**src/rtl/audio_transport_ctrl.sv**
```systemverilog
// Record/play transport controller: decodes the run/rec/play switch levels into
// a six-state transport FSM and drives the SRAM sample address and strobes.
//
// Strobe semantics: o_we / o_re are single-cycle, mutually exclusive pulses,
// issued exactly one cycle after the i_tick that caused them. o_addr is only
// meaningful while one of them is high. o_done pulses together with the final
// strobe of a recording (memory full) or a playback (end reached). In that same
// cycle o_state already reads STOP.
module audio_transport_ctrl #(
    parameter int ADDR_W  = 20,
    parameter int SPEED_W = 3
) (
    input  logic              i_clk,
    input  logic              i_rst,
    input  logic              i_run,
    input  logic              i_rec,
    input  logic              i_ply,
    input  logic              i_fast,
    input  logic [SPEED_W-1:0] i_speed,
    input  logic              i_tick,
    output logic [2:0]        o_state,
    output logic [ADDR_W-1:0] o_addr,
    output logic              o_we,
    output logic              o_re,
    output logic [ADDR_W:0]   o_len,
    output logic              o_done
);

    typedef enum logic [2:0] {
        S_INIT       = 3'd0,
        S_RECORD     = 3'd1,
        S_PLAY       = 3'd2,
        S_REC_PAUSE  = 3'd3,
        S_PLAY_PAUSE = 3'd4,
        S_STOP       = 3'd5
    } state_t;

    typedef enum logic [2:0] {
        CMD_STOP   = 3'd0,
        CMD_REC    = 3'd1,
        CMD_PLAY   = 3'd2,
        CMD_RPAUSE = 3'd3,
        CMD_PPAUSE = 3'd4
    } cmd_t;

    state_t             state, state_nxt;
    cmd_t               cmd;
    logic [ADDR_W-1:0]  wr_ptr;
    logic [ADDR_W:0]    rd_ptr;      // one spare bit so a fast skip past the end cannot overflow
    logic [SPEED_W-1:0] rep_cnt;
    logic [ADDR_W:0]    speed_ext;
    logic [ADDR_W:0]    rd_next;
    logic               rep_wrap;
    logic               idle_state;
    logic               start_rec, start_ply;
    logic               rec_fire, ply_fire;
    logic               rec_last, ply_last;

    assign o_state = state;

    // Switch decode: only the exact patterns give a command, anything else means stop.
    always_comb begin
        cmd = CMD_STOP;
        case ({i_run, i_rec, i_ply})
            3'b110:  cmd = CMD_REC;
            3'b101:  cmd = CMD_PLAY;
            3'b010:  cmd = CMD_RPAUSE;
            3'b001:  cmd = CMD_PPAUSE;
            default: cmd = CMD_STOP;
        endcase
    end

    // Per-tick datapath decisions; a tick only counts while the state's own command is still held.
    always_comb begin
        idle_state = (state == S_INIT) || (state == S_STOP);
        start_rec  = idle_state && (cmd == CMD_REC);
        start_ply  = idle_state && (cmd == CMD_PLAY) && (o_len != '0);
        rec_fire   = (state == S_RECORD) && (cmd == CMD_REC) && i_tick;
        ply_fire   = (state == S_PLAY) && (cmd == CMD_PLAY) && i_tick;
        rec_last   = rec_fire && (wr_ptr == {ADDR_W{1'b1}});
        speed_ext  = {{(ADDR_W + 1 - SPEED_W){1'b0}}, i_speed};
        rep_wrap   = (rep_cnt == i_speed);
        if (i_fast)
            rd_next = rd_ptr + speed_ext + (ADDR_W + 1)'(1);
        else if (rep_wrap)
            rd_next = rd_ptr + (ADDR_W + 1)'(1);
        else
            rd_next = rd_ptr;
        ply_last   = ply_fire && (rd_next >= o_len);
    end

    // Next-state logic; end-of-memory or end-of-recording forces STOP.
    always_comb begin
        state_nxt = S_STOP;
        case (state)
            S_INIT, S_STOP: begin
                if (start_rec)      state_nxt = S_RECORD;
                else if (start_ply) state_nxt = S_PLAY;
                else                state_nxt = S_STOP;
            end
            S_RECORD: begin
                if (cmd == CMD_REC)         state_nxt = S_RECORD;
                else if (cmd == CMD_RPAUSE) state_nxt = S_REC_PAUSE;
                else                        state_nxt = S_STOP;
            end
            S_REC_PAUSE: begin
                if (cmd == CMD_RPAUSE)   state_nxt = S_REC_PAUSE;
                else if (cmd == CMD_REC) state_nxt = S_RECORD;
                else                     state_nxt = S_STOP;
            end
            S_PLAY: begin
                if (cmd == CMD_PLAY)        state_nxt = S_PLAY;
                else if (cmd == CMD_PPAUSE) state_nxt = S_PLAY_PAUSE;
                else                        state_nxt = S_STOP;
            end
            S_PLAY_PAUSE: begin
                if (cmd == CMD_PPAUSE)    state_nxt = S_PLAY_PAUSE;
                else if (cmd == CMD_PLAY) state_nxt = S_PLAY;
                else                      state_nxt = S_STOP;
            end
            default: state_nxt = S_STOP;
        endcase
        if (rec_last || ply_last)
            state_nxt = S_STOP;
    end

    // State register.
    always_ff @(posedge i_clk or posedge i_rst) begin
        if (i_rst) state <= S_INIT;
        else       state <= state_nxt;
    end

    // Pointers, recording length and registered strobes.
    always_ff @(posedge i_clk or posedge i_rst) begin
        if (i_rst) begin
            wr_ptr  <= '0;
            rd_ptr  <= '0;
            rep_cnt <= '0;
            o_len   <= '0;
            o_addr  <= '0;
            o_we    <= 1'b0;
            o_re    <= 1'b0;
            o_done  <= 1'b0;
        end else begin
            o_we   <= rec_fire;
            o_re   <= ply_fire;
            o_done <= rec_last || ply_last;
            if (start_rec) begin
                wr_ptr <= '0;
                o_len  <= '0;
            end
            if (start_ply) begin
                rd_ptr  <= '0;
                rep_cnt <= '0;
            end
            if (rec_fire) begin
                o_addr <= wr_ptr;
                wr_ptr <= wr_ptr + ADDR_W'(1);
                o_len  <= {1'b0, wr_ptr} + (ADDR_W + 1)'(1);
            end
            if (ply_fire) begin
                o_addr <= rd_ptr[ADDR_W-1:0];
                rd_ptr <= rd_next;
                if (i_fast || rep_wrap) rep_cnt <= '0;
                else                    rep_cnt <= rep_cnt + SPEED_W'(1);
            end
        end
    end

endmodule

```
**config.mk**
```make
export PLATFORM = sky130hd
export DESIGN_NAME = audio_transport_ctrl
export DESIGN_NICKNAME = d
export VERILOG_FILES = /design/src/rtl/audio_transport_ctrl.sv
export SDC_FILE = /design/constraint.sdc
export NUM_CORES = 1
export LEC_CHECK = 0
export ABC_AREA = 1
export CAP_MARGIN = 20
export CORE_MARGIN = 3
export CORE_UTILIZATION = 60
export CTS_CLUSTER_DIAMETER = 200
export DETAILED_ROUTE_END_ITERATION = 6
export PLACE_DENSITY = 0.89
export REMOVE_ABC_BUFFERS = 1
export SETUP_SLACK_MARGIN = 0.4
export SLEW_MARGIN = 25
export SYNTH_ARGS = -nofsm -noshare
export SYNTH_HDL_FRONTEND = slang
export SYNTH_SLANG_ARGS = --single-unit
```
**constraint.sdc**
```tcl
create_clock -name i_clk -period 7.84 [get_ports i_clk]
set_clock_uncertainty 0.15 [all_clocks]
set_input_delay 1.568 -clock i_clk [delete_from_list [all_inputs] [get_ports i_clk]]
set_output_delay 1.568 -clock i_clk [all_outputs]
set_load 0.01 [all_outputs]
```
== After elaboration in Yosys (flattened, before gate mapping) ==
Cells that the tools add are included.
Widths: inputs -> output; s select.

* Output and inout port bits: 47
* Bits in latches: 0
* ROM bits: 0
* Memories: 0
* Register bits: 91
* Memory bits (writable): 0
* Bits of input ports: 10

* Mux-type cells: 26
* Eq/ne operators: 15
* Order comparisons: 1
* Multiply operators: 0
* Bitwise operators: 0
* Add/sub/neg operators: 6
* Shifts and indexed selects: 0
* Reduce and logical (&&, ||, !) cells: 18
* Divide/modulo/power cells: 0

{| class="wikitable"
|+ Operators with widths
! kind !! count
|-
| $mux 21 || 6
|-
| $mux 20 || 4
|-
| $add 21x1->21 const B || 2
|-
| $mux 3 || 13
|-
| $add 20x1->21 const B || 1
|-
| $add 21x3->21 || 1
|-
| $ge 21x21->1 || 1
|-
| $reduce_bool 21->1 || 1
|-
| $add 20x1->20 const B || 1
|-
| $eq 20x20->1 const B || 1
|-
| $eq 3x2->1 const B || 5
|-
| $eq 3x3->1 const B || 5
|-
| $pmux 3 s5 || 1
|-
| $pmux 3 s4 || 1
|-
| $eq 3x1->1 const B || 3
|-
| $logic_and 1x1->1 || 9
|-
| $reduce_bool 2->1 || 3
|-
| $add 3x1->3 const B || 1
|-
| $eq 3x3->1 || 1
|-
| $logic_not 3->1 || 1
|-
| $logic_or 1x1->1 || 3
|-
| $reduce_or 2->1 || 1
|-
| $mux 1 || 1
|}

== Depth between registers and ports, before layout ==
* Depth in word-level cells: 9
* Depth in mapped cells: 23

== Least setup slack after synthesis ==
No wires, ideal clock.

* Path kind: input to register
* Start: in i_speed[0]
* End: reg state[1], in the netlist o_state[1]
* Buffers on the path: 0
* Path slack: 3.768 ns
* Stages: 20
* Data arrival time: 3.805 ns
* Library setup time: 0.117 ns
* Cells stage by stage: inv_1 ha_1 inv_1 fa_1 nand2_1 a21oi_1 nor2_1 inv_1 nand4_1 nand2_1 and2_1 ha_1 nand2_1 nor2_1 a21boi_0 nor2_1 nand4_1 nand2_1 nand2_1 nor2_1

* Cells in the longest elaborated chain, start to end: 7
* Elaborated cells on any way between the ends: 9
* Those cells by class: add/sub: 2; order compare: 1; eq/ne: 1; mux: 3; reduce/logical: 2

{| class="wikitable"
|+ Ends and longest elaborated chain
! item !! line !! RTL
|-
| start, declared || 19 || <nowiki>input logic [SPEED_W-1:0] i_speed,</nowiki>
|-
| $add 21x3->21 / $eq 3x3->1 (equally long branches) || 84, 82 ||
|-
| $add 21x1->21 / $mux 21 (equally long branches) || 84, 85 ||
|-
| $mux 21 * || 83 || <nowiki>if (i_fast)</nowiki>
|-
| $ge 21x21->1 * || 89 || <nowiki>ply_last = ply_fire && (rd_next >= o_len);</nowiki>
|-
| $logic_and 1x1->1 * || 89 ||
|-
| $logic_or 1x1->1 * || 123 || <nowiki>if (rec_last || ply_last)</nowiki>
|-
| $mux 3 * || 123 ||
|-
| named net state_nxt[1] || 46 || <nowiki>state_t state, state_nxt;</nowiki>
|-
| end signal, assigned || 130 || <nowiki>else state <= state_nxt;</nowiki>
|-
| end, declared || 46 ||
|}

The timed path passes the listed nets; every way through them passes the cells marked *.
A chain may end at the register's enable or synchronous reset.

== Worst setup path in the final report ==
Same ends and word-level chain as after synthesis.

==> results.cfg <==
[timing]
fin_crit_sh_pct = 58.6
fmax_mhz = 218
final-hold-violation-count = 0
finalMaxSlewViolations = 0
rsz0062_at_grt = no
fin_tns_setup_ns = 0
setup_viol = 0
hold_ws_ns = 0.331
min_period_ns = 4.60
worstMarginPinSlew_ns = 0.895
relSlewSlack_pct = 40.3

[global_route]
grt_overflow_total = 0
grt_max_degree = 72
grt_pass1_wl_um = 23100
antenna_found_initial = 0
grt_pass1_vias = 4972
grtUsageTotal_pct = 29.3

[cts]
ctsHoldBuffers = 0
cts_made_buffers = 9
clockBufferDepth = 2
cts_tree = yes
post_cts_buffers = 0
insertion_delay_ns = 0.34
clkTransAtPathRegs_ns = 0.08
cts.root.buffer_cell = clkbuf_8
numClockSinks = 71
cts-resized-gates = 0
cts_htree_levels = 3

[final_layout]
syn_to_final_growth_pct = 16.1
utilization_pct = 73.4
final_common_cell = nand2_1
fillCellCount = 600
final_cell_mix = nand2_1 (242), inv_1 (79), dfrtp_1 (71)
diodes = 0
multi_input_area_mm2 = 0.00282
drive_gt1_share_pct = 4.17
seqCellArea_mm2 = 0.00178
final_nets = 825

[setup_path]
worst-path-buf-inv = 3
crit_family = simple AND/OR/NAND/NOR gates
r2r-start = rd_ptr[0]
r2r_end = o_state[1]
reg2reg_slack_ns = 4.36
crit_type = primary input to register
critPathMaxStageDelay_ns = 0.47
start_kind = primary input
endpoint = o_state[1]
cp.required_ns = 7.93
end_kind = register
crit_chain = clkdlybuf4s50_1 -> inv_1 -> ha_1 -> inv_1 -> fa_1 -> nand2_1 -> a21oi_1 -> nor2_1 -> a21oi_2 -> nand4_1 -> and2_1 -> ha_1 -> nand2_1 -> nor2_1 -> nand2_1 -> nor2_1 -> o21ai_0 -> nand4_1 -> nand2_1 -> nand2_1 -> nor2_1
cp.arrival_ns = 4.68
cp-startpoint = i_speed[0]
cp_max_fo = 8
path_common_cell = nand2_1
cpMaxStageDelayCell = clkdlybuf4s50_1
ff2ff_path_depth = 20
crit_cells = 21

[logic_synthesis]
async_flop_share_pct = 100
synthFlopType = dfrtp_1
synth-seq-cells = 71
ys_warn_count = 0
yosys.area.top_type = dfrtp_1
synth_edf_count = 0
synthTopCellsByArea = dfrtp_1 (35%), nand2_1 (18%), ha_1 (7.0%)
syn-cell-area_mm2 = 0.00501
yosysSeqAreaShare_pct = 35.4
synth_top_area_share_pct = 35.4
synth_cells = 735
yosysUniqueCellTypes = 42
synth_area_per_cell_um2 = 6.82

[floorplanning]
dieArea_mm2 = 0.00949
die_w_um = 97.4
num_io_pins = 57
die_y_um = 97.4
initial_core_util_pct = 63.2
num_rows = 32
fp.coreArea_mm2 = 0.00793

[power]
pwr-share-seq_pct = 38.2
peakVddDrop_mv = 0.139
p_int_uw = 803
swShare_pct = 37.7
leakagePower_nw = 2.95
power_frac_comb_pct = 38.9
p_clk_share_pct = 22.9
netSwitchingPower_uw = 486
p_per_area_mw_per_mm2 = 221

[routing]
drt_first_pass_iters = 7
drc = 0
vias = 5279
post_drt_wl_per_cell_um = 15.5
drt-initial-drc-count = 407
wirelength_um = 13900
ant_nets = 0
viasPerCell = 5.91

[place]
place.gp.congestion = 0.949
hpwl_um = 10300
portBuffers = 56

[worst_hold_path]
hold_path_class = register to register

[outcome]
status = finished clean

[run]
drv_cap = 0
==> per-stage QoR <==
stage	total power, mW	instances	instance area (um2)	setup slack (ns)
finish	1.29	893	5820	3.24
global route	1.37	893	5820	2.91
CTS	1.28	893	5820	3.28
detailed placement	0.990	877	5630	2.93
global placement	0.968	877	5630	3.03
floorplan	0.789	717	4930	3.75
==> state kept, by name, indices dropped and copies added (netlist names) <==
signal / cells
o_addr: 20
rd_ptr: 21
o_done: 1
o_re: 1
rep_cnt: 3
o_state: 3
o_len: 21
o_we: 1
==> power groups by stage <==
stage | logic (mW) | registers [mW] | clock network (mW)
floorplan | 0.280 | 0.508 | 0
global placement | 0.474 | 0.495 | 0
detailed placement | 0.492 | 0.498 | 0
CTS | 0.495 | 0.491 | 0.296
global route | 0.559 | 0.502 | 0.311
finish | 0.502 | 0.493 | 0.295
==> Yosys cell counts (2+ instances only) <==
master    count
a21oi_1      21
xor2_1        9
inv_2         7
nand3_1      49
clkbuf_1      9
o21ai_1       7
nor2_2        2
ha_1         28
nor2_1       67
nor3_1       12
xnor2_1       2
buf_2         6
nand4_1      23
o21bai_1      2
nand2_2       2
nor4_1        3
mux2i_1       2
and2_1       10
nand2_1     242
o21ai_0      52
nor3_4        2
a21boi_0      2
dfrtp_1      71
inv_1        80
nand3b_1      3
o22ai_1       6
==> cell families (layout without fill, tap and decap cells) <==
logic type / after synthesis / after routing / share of synthesized area [%]
AOI/OAI and AO/OA: 99 / 99 / 10.7
xor gates and xnor gates: 11 / 11 / 1.92
muxes: 2 / 2 / 0.399
adders and majority gates: 29 / 29 / 7.39
and+or+nand+nor: 418 / 418 / 35.9
DFF: 71 / 71 / 35.4
buffers and inverters: 105 / 161 / 8.26
==> layer usage <==
layer | GRT usage [%] | vias up | wire length, um
met5 | 0 | - | 0
met1 | 37.5 | 2438 | 5540
met2 | 49.4 | 296 | 6620
met4 | 10.8 | 0 | 413
li1 | - | 2499 | -
met3 | 5.60 | 46 | 1280
==> cell type report <==
type	instances	area share, %
Multi-Input combinational cell	559	48.5
Sequential cell	71	30.5
Timing Repair Buffer	58	9.89
Inverter	87	5.61
Clock buffer	13	2.56
Tap cell	102	2.19
Clock inverter	3	0.731
==> worst min path at each step <==
stage,slack [ns],cells after the start,start,to
2_1_floorplan,0.32,2,rd_ptr[20],rd_ptr[20]
3_5_place_dp,0.31,2,o_addr[16],o_addr[16]
5_1_grt,0.36,2,o_addr[15],o_addr[15]
4_1_cts,0.33,2,o_addr[16],o_addr[16]
6_report,0.33,2,o_addr[16],o_addr[16]
3_3_place_gp,0.31,2,o_addr[2],o_addr[2]
==> worst reg2reg max path, cell delays in order (launching register included) <==
cell and delay, ns:
dfrtp_1 0.49, inv_1 0.14, ha_1 0.22, inv_1 0.07
fa_1 0.21, nand2_1 0.09, a21oi_1 0.20, nor2_1 0.09
a21oi_2 0.28, nand4_1 0.17, and2_1 0.18, ha_1 0.31
nand2_1 0.07, nor2_1 0.13, nand2_1 0.09, nor2_1 0.10
o21ai_0 0.08, nand4_1 0.09, nand2_1 0.09, nand2_1 0.10
nor2_1 0.05
Note: power is estimated with default switching activity, not from simulation.
